File: config.mk
export PLATFORM = sky130hd
export DESIGN_NAME = chu_vga_note_lane_core
export DESIGN_NICKNAME = d
export VERILOG_FILES = /design/src/rtl/chu_vga_note_lane_core.sv
export SDC_FILE = /design/constraint.sdc
export NUM_CORES = 2
export LEC_CHECK = 0
export BUFFER_PORTS_ARGS = -buffer_cell sky130_fd_sc_hd__buf_2
export CAP_MARGIN = 20
export CORE_ASPECT_RATIO = 1.75
export CORE_UTILIZATION = 35
export DETAILED_ROUTE_END_ITERATION = 8
export GPL_TIMING_DRIVEN = 1
export SLEW_MARGIN = 10
export SYNTH_ARGS = -nofsm -noshare
export SYNTH_HDL_FRONTEND = slang
export SYNTH_SLANG_ARGS = --single-unit
export TNS_END_PERCENT = 30
File: constraint.sdc
create_clock -name clk -period 14.5 [get_ports clk]
set_input_delay 2.175 -clock clk [delete_from_list [all_inputs] [get_ports clk]]
set_output_delay 2.175 -clock clk [all_outputs]
set_load 0.01 [all_outputs]
File: src/rtl/chu_vga_note_lane_core.sv
// Four-lane falling-note overlay for the VGA daisy chain: per-lane age-ordered
// note queues advanced once per frame, with hit/miss scoring and a registered pixel mux.
module chu_vga_note_lane_core #(
  parameter int CD      = 12,
  parameter int NOTE_H  = 16,
  parameter int HIT_Y   = 420,
  parameter int HIT_WIN = 16,
  parameter int LANE_X0 = 160,
  parameter int LANE_W  = 80,
  parameter logic [CD-1:0] COLOR0 = 12'hf00,
  parameter logic [CD-1:0] COLOR1 = 12'h0f0,
  parameter logic [CD-1:0] COLOR2 = 12'h00f,
  parameter logic [CD-1:0] COLOR3 = 12'hff0
) (
  input  logic          clk,
  input  logic          reset_n,
  input  logic [10:0]   x,
  input  logic [10:0]   y,
  input  logic          cs,
  input  logic          write,
  input  logic [13:0]   addr,
  input  logic [31:0]   wr_data,
  input  logic [CD-1:0] si_rgb,
  output logic [CD-1:0] so_rgb,
  output logic [15:0]   hit_count,
  output logic [15:0]   miss_count
);

  typedef enum logic [1:0] {IDLE, ADVANCE, RETIRE} state_t;

  localparam logic [8:0]  HIT_LO = 9'(HIT_Y - HIT_WIN);
  localparam logic [8:0]  HIT_HI = 9'(HIT_Y + HIT_WIN);
  localparam logic [8:0]  BOTTOM = 9'd480;
  localparam logic [10:0] LINE_Y = 11'(HIT_Y + NOTE_H / 2);
  localparam logic [10:0] LINE_XL = 11'(LANE_X0);
  localparam logic [10:0] LINE_XH = 11'(LANE_X0 + 4 * LANE_W);
  localparam logic [CD-1:0] COLORS [4] = '{COLOR0, COLOR1, COLOR2, COLOR3};

  state_t        state_q, state_d;
  logic [7:0]    ctrl_q, ctrl_d;
  logic          pend_v_q, pend_v_d, pend_hit_q, pend_hit_d;
  logic [1:0]    pend_lane_q, pend_lane_d;
  logic [15:0]   hit_q, hit_d, miss_q, miss_d;
  logic [8:0]    mem_q [4][8];
  logic [8:0]    mem_d [4][8];
  logic [2:0]    head_q [4], head_d [4], tail_q [4], tail_d [4];
  logic [3:0]    cnt_q [4], cnt_d [4];
  logic          origin_q, frame_tick;
  logic [CD-1:0] so_rgb_q, so_rgb_d;

  logic          wr_en, op_v, op_hit, note_hit, on_line;
  logic [1:0]    op_lane;
  logic [5:0]    miss_add;
  logic [16:0]   miss_sum;
  logic [CD-1:0] note_col;
  logic          unused_bits;

  assign unused_bits = ^{addr[13:2], wr_data[31:8]};
  assign wr_en       = cs & write;
  assign frame_tick  = (x == 11'd0) && (y == 11'd0) && !origin_q;

  // Slot e of a lane is live when it lies within count entries of head.
  function automatic logic is_active(input logic [2:0] idx, input logic [2:0] hd,
                                     input logic [3:0] cnt);
    logic [2:0] rel;
    rel = idx - hd;
    return {1'b0, rel} < cnt;
  endfunction

  function automatic logic [8:0] sat_add(input logic [8:0] v, input logic [3:0] s);
    logic [9:0] sum;
    sum = {1'b0, v} + {6'd0, s};
    return sum[9] ? 9'd511 : sum[8:0];
  endfunction

  always_comb begin
    state_d     = state_q;
    ctrl_d      = ctrl_q;
    pend_v_d    = pend_v_q;
    pend_hit_d  = pend_hit_q;
    pend_lane_d = pend_lane_q;
    hit_d       = hit_q;
    miss_d      = miss_q;
    mem_d       = mem_q;
    head_d      = head_q;
    tail_d      = tail_q;
    cnt_d       = cnt_q;
    op_v        = 1'b0;
    op_hit      = 1'b0;
    op_lane     = 2'd0;
    miss_add    = 6'd0;
    miss_sum    = 17'd0;

    if (wr_en && addr[1:0] == 2'd0) ctrl_d = wr_data[7:0];

    unique case (state_q)
      IDLE: begin
        if (pend_v_q) begin
          op_v     = 1'b1;
          op_hit   = pend_hit_q;
          op_lane  = pend_lane_q;
          pend_v_d = 1'b0;
        end else if (wr_en && (addr[1:0] == 2'd1 || addr[1:0] == 2'd2)) begin
          op_v    = 1'b1;
          op_hit  = addr[1];
          op_lane = wr_data[1:0];
        end
        if (frame_tick && ctrl_q[0]) state_d = ADVANCE;
      end
      ADVANCE: begin
        for (int l = 0; l < 4; l++)
          for (int e = 0; e < 8; e++)
            if (is_active(3'(e), head_q[l], cnt_q[l]))
              mem_d[l][e] = sat_add(mem_q[l][e], ctrl_q[7:4]);
        state_d = RETIRE;
      end
      RETIRE: begin
        // Queues are age-ordered, so every note past the bottom sits at the head end.
        for (int l = 0; l < 4; l++) begin
          logic [3:0] n;
          n = 4'd0;
          for (int e = 0; e < 8; e++)
            if (is_active(3'(e), head_q[l], cnt_q[l]) && mem_q[l][e] >= BOTTOM)
              n = n + 4'd1;
          head_d[l] = head_q[l] + n[2:0];
          cnt_d[l]  = cnt_q[l] - n;
          miss_add  = miss_add + {2'd0, n};
        end
        miss_sum = {1'b0, miss_q} + {11'd0, miss_add};
        miss_d   = miss_sum[16] ? 16'hffff : miss_sum[15:0];
        state_d  = IDLE;
      end
      default: state_d = IDLE;
    endcase

    if (state_q != IDLE && wr_en && (addr[1:0] == 2'd1 || addr[1:0] == 2'd2)) begin
      pend_v_d    = 1'b1;
      pend_hit_d  = addr[1];
      pend_lane_d = wr_data[1:0];
    end

    if (op_v) begin
      if (!op_hit) begin
        if (cnt_q[op_lane] != 4'd8) begin
          mem_d[op_lane][tail_q[op_lane]] = 9'd0;
          tail_d[op_lane] = tail_q[op_lane] + 3'd1;
          cnt_d[op_lane]  = cnt_q[op_lane] + 4'd1;
        end
      end else if (cnt_q[op_lane] != 4'd0 &&
                   mem_q[op_lane][head_q[op_lane]] >= HIT_LO &&
                   mem_q[op_lane][head_q[op_lane]] <= HIT_HI) begin
        head_d[op_lane] = head_q[op_lane] + 3'd1;
        cnt_d[op_lane]  = cnt_q[op_lane] - 4'd1;
        hit_d           = (hit_q == 16'hffff) ? hit_q : hit_q + 16'd1;
      end
    end

    if (wr_en && addr[1:0] == 2'd3) begin
      for (int l = 0; l < 4; l++) begin
        head_d[l] = 3'd0;
        tail_d[l] = 3'd0;
        cnt_d[l]  = 4'd0;
      end
      hit_d    = 16'd0;
      miss_d   = 16'd0;
      pend_v_d = 1'b0;
      state_d  = IDLE;
    end
  end

  always_comb begin
    note_hit = 1'b0;
    note_col = '0;
    for (int l = 0; l < 4; l++)
      if (x >= 11'(LANE_X0 + l * LANE_W + 4) && x < 11'(LANE_X0 + (l + 1) * LANE_W - 4))
        for (int e = 0; e < 8; e++)
          if (is_active(3'(e), head_q[l], cnt_q[l]) && y >= {2'd0, mem_q[l][e]} &&
              y < {2'd0, mem_q[l][e]} + 11'(NOTE_H)) begin
            note_hit = 1'b1;
            note_col = COLORS[l];
          end
    on_line  = (y == LINE_Y) && (x >= LINE_XL) && (x < LINE_XH);
    so_rgb_d = si_rgb;
    if (ctrl_q[0]) begin
      if (note_hit)     so_rgb_d = note_col;
      else if (on_line) so_rgb_d = {CD{1'b1}};
    end
  end

  always_ff @(posedge clk) begin
    if (!reset_n) begin
      state_q     <= IDLE;
      ctrl_q      <= 8'd0;
      pend_v_q    <= 1'b0;
      pend_hit_q  <= 1'b0;
      pend_lane_q <= 2'd0;
      hit_q       <= 16'd0;
      miss_q      <= 16'd0;
      origin_q    <= 1'b0;
      so_rgb_q    <= '0;
      for (int l = 0; l < 4; l++) begin
        head_q[l] <= 3'd0;
        tail_q[l] <= 3'd0;
        cnt_q[l]  <= 4'd0;
        for (int e = 0; e < 8; e++) mem_q[l][e] <= 9'd0;
      end
    end else begin
      state_q     <= state_d;
      ctrl_q      <= ctrl_d;
      pend_v_q    <= pend_v_d;
      pend_hit_q  <= pend_hit_d;
      pend_lane_q <= pend_lane_d;
      hit_q       <= hit_d;
      miss_q      <= miss_d;
      origin_q    <= (x == 11'd0) && (y == 11'd0);
      so_rgb_q    <= so_rgb_d;
      head_q      <= head_d;
      tail_q      <= tail_d;
      cnt_q       <= cnt_d;
      mem_q       <= mem_d;
    end
  end

  assign so_rgb     = so_rgb_q;
  assign hit_count  = hit_q;
  assign miss_count = miss_q;

endmodule

# --- After elaboration in Yosys (flattened, before gate mapping) ---
# Cells that the tools add are included.
op_classes:
  add_sub_neg: 141
  multipliers: 0
  div: 0
  n_lt_le_gt_ge: 145
  n_eq_ne: 9
  n_shift: 0
  muxes: 257
  n_bitwise: 9
  reduce_logical: 126
ops:
  columns: ["operator", "count"]
  rows:
  - ["$mux 288", 4]
  - ["$mux 9", 67]
  - ["$mux 12", 43]
  - ["$ge 11x9->1", 32]
  - ["$lt 11x10->1", 32]
  - ["$add 9x4->10", 32]
  - ["$add 9x5->10 const B", 32]
  - ["$ge 9x9->1 const B", 33]
  - ["$and 288x288->288", 1]
  - ["$not 288->288", 1]
  - ["$mux 4", 63]
  - ["$mux 72", 3]
  - ["$bmux 72 s2", 1]
  - ["$demux 72 s2", 1]
  - ["$lt 3x4->1", 32]
  - ["$add 4x1->4 const B", 29]
  - ["$logic_and 1x1->1", 114]
  - ["$mux 16", 6]
  - ["$mux 1", 48]
  - ["$sub 3x3->3 const A", 16]
  - ["$lt 11x9->1 const B", 4]
  - ["$ge 11x8->1 const B", 3]
  - ["$bwmux 16", 2]
  - ["$bmux 9 s3", 1]
  - ["46 further kinds", 87]
totals:
  ff_bits: 387
  latchBits: 0
  mem_bits_rw: 0
  rom_bits: 0
  input_bits: 84
  output_inout_bits: 44
  elab_cells: 740
  memories: 0

# --- Longest topological paths before layout ---
depth:
  ltp_word: 42
  mapped_depth: 45

# --- Least setup slack after synthesis ---
# OpenSTA, ideal clock, no wires.
synth_path:
  path_kind: "reg2reg"
  from: "reg head_q[9] (netlist bit)"
  to: "reg miss_q[15] (netlist: miss_count[15])"
  arrival_ns: 8.531
  required_time_ns: 14.430
  slack_ns: 5.899
  path_stages_with_launch: 40
  period_less_slack_ns: 8.601
  cell_sequence: "dfxtp_1 -> inv_1 -> ha_1 -> ha_1 -> a21o_1 -> a21oi_1 -> nor2_1 -> nor3_1 -> ha_1 -> xor2_1 -> ha_1 -> mux2_2 -> ha_1 -> mux2_2 -> ha_1 -> o22a_1 -> o31a_1 -> ha_1 -> [4 not listed] -> xnor2_1 -> xor2_1 -> fa_1 -> inv_1 -> fa_1 -> fa_1 -> inv_1 -> fa_1 -> inv_1 -> a21oi_1 -> o21bai_1 -> a21o_1 -> a21oi_1 -> nor2_1 -> nand2_1 -> nor4_1 -> o21ai_0 -> a21oi_1"
synth_via:
  elab_chain_len: 31
  word_cells_on_any_way: 52
  cone_classes: "add/sub (19); order compare (8); mux (17); reduce/logical (8)"
synth_rtl:
  columns: ["element", "line", "source"]
  rows:
  - ["from (decl)", "46", "logic [2:0] head_q [4], head_d [4], tail_q [4], tail_d [4];"]
  - ["from (signal, indexed assignment)", "202", "head_q[l] <= 3'd0;"]
  - ["from (signal assigned)", "217", "head_q <= head_d;"]
  - ["$sub 1x3->3", "66", "rel = idx - hd;"]
  - ["$lt 3x4->1", "67", "return {1'b0, rel} < cnt;"]
  - ["$logic_and 1x1->1", "123", "if (is_active(3'(e), head_q[l], cnt_q[l]) && mem_q[l][e] >= BOTTOM)"]
  - ["$mux 1", "123", null]
  - ["$mux 4", "96", "unique case (state_q)"]
  - ["$add 4x1->4", "124", "n = n + 4'd1;"]
  - ["$mux 4", "123", null]
  - ["$mux 4", "96", null]
  - ["[15 not listed]", null, null]
  - ["$add 4x1->4", "124", null]
  - ["$mux 4 (*)", "123", null]
  - ["$mux 4 (*)", "96", null]
  - ["$add 4x4->5 (*)", "127", "miss_add = miss_add + {2'd0, n};"]
  - ["$add 5x4->6 (*)", "127", null]
  - ["$add 6x4->6 (*)", "127", null]
  - ["$add 16x6->17 (*)", "129", "miss_sum = {1'b0, miss_q} + {11'd0, miss_add};"]
  - ["$mux 16 (*)", "130", "miss_d = miss_sum[16] ? 16'hffff : miss_sum[15:0];"]
  - ["to (signal assigned)", "214", "miss_q <= miss_d;"]
  - ["to (decl)", "43", "logic [15:0] hit_q, hit_d, miss_q, miss_d;"]
# Mark *: on every way between the ends. The rest lies on a longest branch, timed or not. The select of a mux whose other input is x is not followed.
# A chain may end at the register's enable or synchronous reset.

# --- Worst setup path after layout ---
layout_path:
  from: "reg head_q[9] (netlist bit)"
  to: "reg miss_q[3] (netlist: miss_count[3])"
# Same word-level chain as after synthesis.

==> results.json <==
{
  "die_x_microns": 265.2,
  "swShare": 0.3130,
  "cts_buffer_depth": 3,
  "ys_seq_elements": 384,
  "ys_seq_area_frac": 0.1812,
  "avgRoutedWirePerCell_microns": 24.52,
  "ys.flop_type": "dfxtp_1",
  "grt_pass1_wl_microns": 255900,
  "cts_hold_buf": 0,
  "ir_drop_mv": 0.09638,
  "synthTopCellsByArea": "ha_1 (23%), dfxtp_1 (18%), xnor2_1 (5.7%)",
  "crit_family": "adder cells",
  "port_buffers": 89,
  "skew_ps": 28.80,
  "viasPerCell": 5.973,
  "synth_most_common_cell": "ha_1",
  "fillCellCount": 12450,
  "path_common_cell": "ha_1",
  "clk_pin_slew_ps": 60,
  "synth_largest_area_cell": "ha_1",
  "start_util": 0.3535,
  "dp.cells": 7017,
  "pwr-share-comb": 0.171,
  "fp.coreArea_sq_um": 120000,
  "cts_tree": "done",
  "r2r-start": "head_q[9]$_SDFF_PP0_",
  "cts_max_level": 2,
  "min_path_type": "reg -> reg",
  "start_kind": "flip-flop",
  "grt_overflow_total": 0,
  "dieArea_sq_um": 122700,
  "post-cts-setup-buffers": 0,
  "num_vias": 42420,
  "syn-cell-area_sq_um": 42430,
  "grt_max_degree": 42,
  "fin_nets": 6375,
  "crit_buf_inv": 4,
  "violations": "max-capacitance violations, max-slew violations",
  "critPathMaxFanout": 10,
  "p_int_uw": 1923,
  "grt_use_total": 0.2767,
  "fin_crit_sh": 0.7176,
  "die_y_microns": 462.6,
  "area_growth_pct": 9.519,
  "cp.required_ps": 14990,
  "cap_violations": 2,
  "drt_iter0_markers": 2830,
  "min-delay-start": "tail_q[10]$_SDFFE_PP0P_",
  "syn_nets": 6322,
  "seq_area_sq_um": 7692,
  "ios": 128,
  "critPathLaunch": "head_q[9]$_SDFF_PP0_",
  "root_buffer": "clkbuf_16",
  "fp-row-count": 168,
  "ys.warnings.count": 0,
  "syn_inst": 5397,
  "wl_microns": 174200,
  "p_switching_uw": 876.4,
  "fmax_mhz": 96.11,
  "place_hpwl_microns": 131100,
  "finalMaxSlewViolations": 10,
  "clock-sinks": 384,
  "min_period_ps": 10400,
  "synthDistinctLibCells": 97,
  "cpPeakStageDelay_ps": 730,
  "antenna_left": 0,
  "cts-resized-gates": 0,
  "tightest_slew_ps": 1956,
  "synth_edf_count": 0,
  "place_congestion": 1.001,
  "hold_viol": 0,
  "multiInputGateArea_sq_um": 32200,
  "p_leak_uw": 0.01832,
  "antenna_found_initial": 4,
  "grt_pass1_vias": 41850,
  "endpoint_kind": "flip-flop",
  "fin_tns_setup_ps": 0,
  "setup_violations": 0,
  "crit_type": "reg -> reg",
  "status": "finished with violations",
  "critPathSlowestCell": "nor3_2",
  "synth_commonest_cells": "ha_1 (790), inv_1 (534), nor2_1 (477)",
  "drive_above_1_share": 0.05530,
  "worstPathArrival_ps": 10890,
  "async_flop_share": 0,
  "drt_pass1_iterations": 6,
  "p_clk_frac": 0.447,
  "reg2reg_setup_slack_ps": 4100,
  "max_slew_margin": -0.3177,
  "drc": 0,
  "pwr-share-seq": 0.382,
  "synth.top_cell.area_share": 0.2330,
  "clk-insertion-delay-late_ps": 650,
  "rsz0062_at_grt": "no",
  "syn_avg_cell_area_sq_um": 7.861,
  "powerDensity_nw_per_um2": 60.25,
  "cts_buffers": 43,
  "fin_cells": 7102
}
worst register-to-register path: cells and delay by family, from the launching register on:
| family | cells | cell delay, ps |
|---|---|---|
| adders and majority gates | 12 | 4250 |
| AOI/OAI and AO/OA | 11 | 2030 |
| and+or+nand+nor | 4 | 1010 |
| xor gates and xnor gates | 3 | 1000 |
| muxes | 3 | 850 |
| DFF | 1 | 570 |
| buffers and inverters | 4 | 540 |
placed cells by master (no fill, tap or decap), types with 94 or more instances in the layout:
cell and count:
a211oi_1 94, a21oi_1 391, dfxtp_1 380, ha_1 790, inv_1 532, nand2_1 275
nand3_1 178, nor2_1 474, nor2b_1 115, nor3_1 179, o21ai_0 287, o22ai_1 124
xnor2_1 274
registers in the layout, indices dropped and copies added (netlist names):
register and cells:
mem_q 288, cnt_q 16, hit_count 16, miss_count 16, head_q 12, so_rgb 12
tail_q 12, ctrl_q 5, pend_lane_q 2, state_q 2, origin_q 1, pend_hit_q 1
pend_v_q 1
stage by stage:
step	hold slack, ps	util	worst slack (ps)	power [uW]	area [sq um]
2_1_floorplan	436.1	-	5899	1350	42430
3_3_place_gp	444.9	0.3744	4283	1547	44930
3_5_place_dp	448.9	0.3744	4135	1556	44930
4_1_cts	455.6	0.3868	4094	2800	46420
5_1_grt	497.6	0.3871	3509	2877	46460
6_report	455.7	0.3871	4095	2800	46470
per-layer routing:
metal,track usage,wire length [microns],up-vias
met5,0,22,-
met4,0.2886,20590,2
met3,0.04419,11080,726
met2,0.4816,83520,1650
met1,0.2694,58940,20280
li1,-,-,19760
power groups by stage:
stage	clock network, uW	logic [uW]	registers [uW]
floorplan	0	261	1090
global placement	0	454	1090
detailed placement	0	463	1090
CTS	1260	466	1070
global route	1290	514	1070
finish	1250	480	1070
path summary, 6_finish.rpt:
check,endpoint,depth (start not counted)
max reg2reg,miss_count[3]$_SDFFE_PP0N_,37
min,tail_q[10]$_SDFFE_PP0P_,2
min reg2reg,tail_q[10]$_SDFFE_PP0P_,2
max,miss_count[3]$_SDFFE_PP0N_,37
cells by family after synthesis:
group	Yosys count	synth area share
AO/OA/AOI/OAI	1481	0.2244
XOR/XNOR	319	0.07007
adder cells (fa/ha/maj)	841	0.2570
buffers and inverters	693	0.06252
flip-flops	384	0.1812
multiplexers	69	0.01678
AND/OR/NAND/NOR	1610	0.1880
final cells by class:
type                            count  area share
Timing Repair Buffer              164     0.02192
Inverter                          537     0.04354
Antenna cell                        8   0.0004308
Clock buffer                       63     0.02741
Sequential cell                   384      0.1655
Tap cell                         1615     0.04349
Multi-Input combinational cell   4320      0.6930
Clock inverter                     11    0.004658
No activity file was read; power rests on OpenSTA's default activity.
